[src/rtl/xled_ctrl.sv]
// xled_ctrl: memory-mapped LED peripheral with static, blink and 8-bit PWM modes.
//
// Ports:
//   clk       - system clock
//   rst       - synchronous active-high reset
//   sel       - peripheral select from the address decoder
//   we        - write enable, qualified by sel
//   addr      - register offset: 0 VALUE, 1 MODE, 2 PERIOD, 3 DUTY
//   data_in   - write data; only the low register-width bits are kept
//   data_out  - combinational, zero-extended read of the addressed register
//   led       - registered LED drive
module xled_ctrl #(
  parameter int unsigned N_LEDS = 8,
  parameter int unsigned CNT_W  = 16
) (
  input  logic              clk,
  input  logic              rst,
  input  logic              sel,
  input  logic              we,
  input  logic [1:0]        addr,
  input  logic [31:0]       data_in,
  output logic [31:0]       data_out,
  output logic [N_LEDS-1:0] led
);

  typedef enum logic [1:0] {
    ModeStatic = 2'd0,
    ModeBlink  = 2'd1,
    ModePwm    = 2'd2,
    ModeRsvd   = 2'd3
  } mode_e;

  localparam logic [1:0] AddrValue  = 2'd0;
  localparam logic [1:0] AddrMode   = 2'd1;
  localparam logic [1:0] AddrPeriod = 2'd2;
  localparam logic [1:0] AddrDuty   = 2'd3;

  logic [N_LEDS-1:0] value_q, value_d;
  mode_e             mode_q, mode_d;
  logic [CNT_W-1:0]  period_q, period_d;
  logic [7:0]        duty_q, duty_d;
  logic [CNT_W-1:0]  pcnt_q, pcnt_d;
  logic              phase_q, phase_d;
  logic [7:0]        pwm_cnt_q, pwm_cnt_d;
  logic [N_LEDS-1:0] led_q, led_d;

  logic wr_en;
  logic restart;
  logic tick;

  // Upper data_in bits are intentionally discarded.
  logic unused_data_in;
  assign unused_data_in = ^data_in;

  assign wr_en   = sel & we;
  assign restart = wr_en & ((addr == AddrMode) | (addr == AddrPeriod));
  assign tick    = (pcnt_q == period_q);

  always_comb begin
    value_d  = value_q;
    mode_d   = mode_q;
    period_d = period_q;
    duty_d   = duty_q;
    if (wr_en) begin
      unique case (addr)
        AddrValue:  value_d  = data_in[N_LEDS-1:0];
        AddrMode:   mode_d   = mode_e'(data_in[1:0]);
        AddrPeriod: period_d = data_in[CNT_W-1:0];
        AddrDuty:   duty_d   = data_in[7:0];
        default:    ;
      endcase
    end
  end

  // A restart beats a coincident tick: counters clear with no toggle/increment.
  always_comb begin
    pcnt_d    = pcnt_q + CNT_W'(1);
    phase_d   = phase_q;
    pwm_cnt_d = pwm_cnt_q;
    if (restart) begin
      pcnt_d    = '0;
      phase_d   = 1'b0;
      pwm_cnt_d = '0;
    end else if (tick) begin
      pcnt_d    = '0;
      phase_d   = ~phase_q;
      pwm_cnt_d = pwm_cnt_q + 8'd1;
    end
  end

  // LED drive uses the state settled at the previous edge, so it lags a tick by one cycle.
  always_comb begin
    led_d = '0;
    unique case (mode_q)
      ModeStatic: led_d = value_q;
      ModeBlink:  led_d = phase_q ? value_q : '0;
      ModePwm:    led_d = (pwm_cnt_q < duty_q) ? value_q : '0;
      ModeRsvd:   led_d = '0;
      default:    led_d = '0;
    endcase
  end

  always_ff @(posedge clk) begin
    if (rst) begin
      value_q   <= '0;
      mode_q    <= ModeStatic;
      period_q  <= '0;
      duty_q    <= '0;
      pcnt_q    <= '0;
      phase_q   <= 1'b0;
      pwm_cnt_q <= '0;
      led_q     <= '0;
    end else begin
      value_q   <= value_d;
      mode_q    <= mode_d;
      period_q  <= period_d;
      duty_q    <= duty_d;
      pcnt_q    <= pcnt_d;
      phase_q   <= phase_d;
      pwm_cnt_q <= pwm_cnt_d;
      led_q     <= led_d;
    end
  end

  always_comb begin
    data_out = '0;
    unique case (addr)
      AddrValue:  data_out[N_LEDS-1:0] = value_q;
      AddrMode:   data_out[1:0]        = mode_q;
      AddrPeriod: data_out[CNT_W-1:0]  = period_q;
      AddrDuty:   data_out[7:0]        = duty_q;
      default:    data_out = '0;
    endcase
  end

  assign led = led_q;

endmodule

[config.mk]
export PLATFORM = sky130hd
export DESIGN_NAME = xled_ctrl
export DESIGN_NICKNAME = d
export VERILOG_FILES = /design/src/rtl/xled_ctrl.sv
export SDC_FILE = /design/constraint.sdc
export NUM_CORES = 1
export LEC_CHECK = 0
export CAP_MARGIN = 20
export CORE_UTILIZATION = 63
export CTS_BUF_LIST = sky130_fd_sc_hd__clkbuf_16
export DETAILED_ROUTE_END_ITERATION = 8
export DONT_BUFFER_PORTS = 1
export GPL_TIMING_DRIVEN = 0
export HOLD_SLACK_MARGIN = 0.08
export PLACE_DENSITY = 0.79
export RECOVER_POWER = 100
export SYNTH_ARGS = -nofsm -noshare
export SYNTH_HDL_FRONTEND = slang
export SYNTH_SLANG_ARGS = --single-unit
[constraint.sdc]
create_clock -name clk -period 2.4 [get_ports clk]
set_input_delay 0.48 -clock clk [delete_from_list [all_inputs] [get_ports clk]]
set_output_delay 0.48 -clock clk [all_outputs]
set_load 0.02 [all_outputs]
==> run metrics <==
Post-synth ARST share=0%; simple-gate share of the synthesized area=21.7%; most frequent cells in the layout=67 x dfxtp_1, 49 x nand2_1, 48 x nor2_1; Num CTS Buffers=9; RSZ-0062 raised after global routing=false; routability cong.=0.887; Flop pwr share=42.7%; Post-DP HPWL=5320 um; largest family of logic cells by synthesized area=simple AND/OR/NAND/NOR gates; final period utilization=93.1%; Synth Area in Compound Gates=10.1%; clock power share=46.8%; DRC errors left=0; CP required=1.92 ns; CTS resizes=0; final WL=7430 um; maximum root-to-sink buffer count=2; initial antenna violation count=0; synthesized cell area=0.00329 mm2; Post-synth EDFFs=0; Net Sw Frac=26.2%; clock sinks=67; FILL cells=389; Critical Path Max Stage Delay=0.36 ns; clock slew at reported path FFs=approximately 0.060 ns; post-synthesis sequential area ratio=about 40%; NetSw=0.731 mW; data arrival time of the worst path=1.75 ns; crit path cell chain=inv_1 > ha_1 > clkbuf_1 > a222oi_1 > nor2_1; XOR/XNOR Fraction of Synth Area=8.47%; post-route cell area=approximately 0.0037 mm2; Int Pwr=around 2.1 mW; IO buf count=0; stages on the worst setup path=5; fin crit period=2.23 ns; Crit. Startpoint=addr[0]; largest area contributor in the netlist=dfxtp_1; startpoint types=primary input; CP max stage cell=ha_1; Boundary Pins=78; Design Power=2.79 mW; flop2flop setup slack=0.18 ns; largest net degree at the start of global routing=13; CTS tree=yes; RR Startpoint=duty_q[5]; H-Tree Level Count=3; leakage=1.63 nW; first-pass GRT wire length=11600 um; Top delay family on crit path=buffers and inverters; vias in the first global route=2358; worst slew pin tran=0.952 ns; CP Capture Point=data_out[4]; Nets=454; Power Density=751 mW/mm2; Max Slew Vio Count=0; synth unique cells=40; Die Area=0.00552 mm2; Avg Inst Size Synth=8.72 um2; worst-path fanout max=10; effective utilization at floorplan=67.5%; final-report hold violation count=0; Yosys top cell area share=about two fifths; Adder-Cell Fraction of Synth Area=4.94%; layout cell share with drive strength beyond 1=10.8%; Critical path buffers and inverters=2; Gate power share=between 10% and 20%; DR WL/cell=15.7 um; Die Span X=74.3 um; clock root cell=clkbuf_16; commonest non-fill, non-tap cell in the layout=dfxtp_1; CP Class=primary input to output pin; remaining global-route overflow=0; MaxCap Viol Count=0; crit path capture type=output pin; cells after synthesis=378; Vias/cell=5.56; iteration count of the initial detailed-routing pass=4; drt initial violations=218; final setup fails=0; worst rel slew slack=35.8%; Setup Skew=0.0111 ns; yosys warns=0; maximum vdd ir drop=0.474 mV; reg2reg end=led[1]; worst min path class=primary input to register; DP Worst Slack=0.0839 ns; clk_lat worst skew=between 0.3 and 0.4 ns; # diodes=0; Fmax achieved=448 MHz; Post-Place Cell Area=0.00343 mm2; post-route setup slack=0.167 ns; status=finished clean; R2R depth=7; Core ar.=about 0.0049 mm2; largest cells by area after synthesis=dfxtp_1 41%, mux2i_1 6.7%, xor2_1 6.1%; mux cell area share after synthesis=6.68%; Antenna Violating Nets Remaining=0; Synth Flop Type=dfxtp_1; FP Rows=25; Die H=74.3 um; setup tns final=0 ns; synthesis-to-layout area growth=12.8%; Yosys reg bits=67; All-Layer GR Usage=28.8%; DR vias=roughly 2600
-- power groups by stage --
| stage | sequential (mW) | clock, mW | combinational, mW |
|---|---|---|---|
| after detailed placement | 1.21 | 0 | 0.292 |
| final | 1.19 | 1.31 | 0.294 |
| after global routing | 1.19 | 1.36 | 0.323 |
| after global placement | 1.21 | 0 | 0.288 |
| after CTS | 1.19 | 1.31 | 0.297 |
| after floorplan | 1.20 | 0 | 0.242 |
-- timing repair --
| action | CTS | global route |
|---|---|---|
| hold buffers | 0 | 0 |
| setup endpoints to repair | 0 | 2 |
| buffers inserted | 0 | 0 |
-- registers in the layout (all words and copies together) (netlist names) --
signal and cells:
value_q 8, mode_q 2, duty_q 8, phase_q 1, period_q 16, pwm_cnt_q 8
led 8, pcnt_q 16
-- through the flow --
step	hold slack [ns]	cells	util (%)
floorplan	0.436	393	-
global placement	0.450	460	70.4
detailed placement	0.454	460	70.4
CTS	0.271	475	76.4
global route	0.281	474	76.2
finish	0.279	474	76.2
-- cell type report --
| type | instances | area (um2) | share of cell area, % |
|---|---|---|---|
| multi-input combinational | 280 | 1760 | 47.4 |
| inverter | 13 | 48.8 | 1.31 |
| buffer | 32 | 189 | 5.08 |
| clock inverter | 6 | 66.3 | 1.78 |
| clock buffer | 9 | 225 | 6.06 |
| sequential | 67 | 1340 | 36.1 |
| tap | 67 | 83.8 | 2.26 |
-- cells by family after synthesis --
logic type / Yosys count
buf+inv: 46
compound gates: 52
mux: 22
other cells: 1
simple gates: 146
xor+xnor: 31
fa+ha+maj: 13
flops: 67
-- routing by layer --
metal | vias up | wire, um | global-route usage (%)
met2 | 81 | 3570 | 46.3
met3 | 14 | 459 | 8.81
met1 | 1243 | 3270 | 36.5
met4 | 0 | 122 | 10.9
met5 | - | 0 | 0
li1 | 1299 | - | -
-- worst min-delay path by stage --
stage | startpoint | endpoint | slack [ns] | cells after the start
3_3_place_gp | value_q[0] | led[0] | 0.45 | 2
2_1_floorplan | value_q[0] | led[0] | 0.44 | 2
4_1_cts | data_in[13] | period_q[13] | 0.27 | 2
5_1_grt | data_in[5] | period_q[5] | 0.28 | 2
3_5_place_dp | value_q[3] | led[3] | 0.45 | 2
6_report | data_in[1] | period_q[1] | 0.28 | 2
-- synth_stat cells, types with 2 or more instances --
library cell	number
dfxtp_1	67
nand2_1	49
nor2_1	48
a21oi_1	27
xor2_1	23
mux2i_1	22
buf_4	16
clkbuf_1	14
ha_1	13
inv_1	13
and2_1	9
nand2b_1	9
a222oi_1	8
nand3_1	7
nand4_1	7
xnor2_1	7
a211oi_1	4
a21o_1	4
o21ai_0	4
nor4_2	3
a31o_2	2
and3_1	2
and4_1	2
or4_1	2
Power figures use the tool's default switching activity.
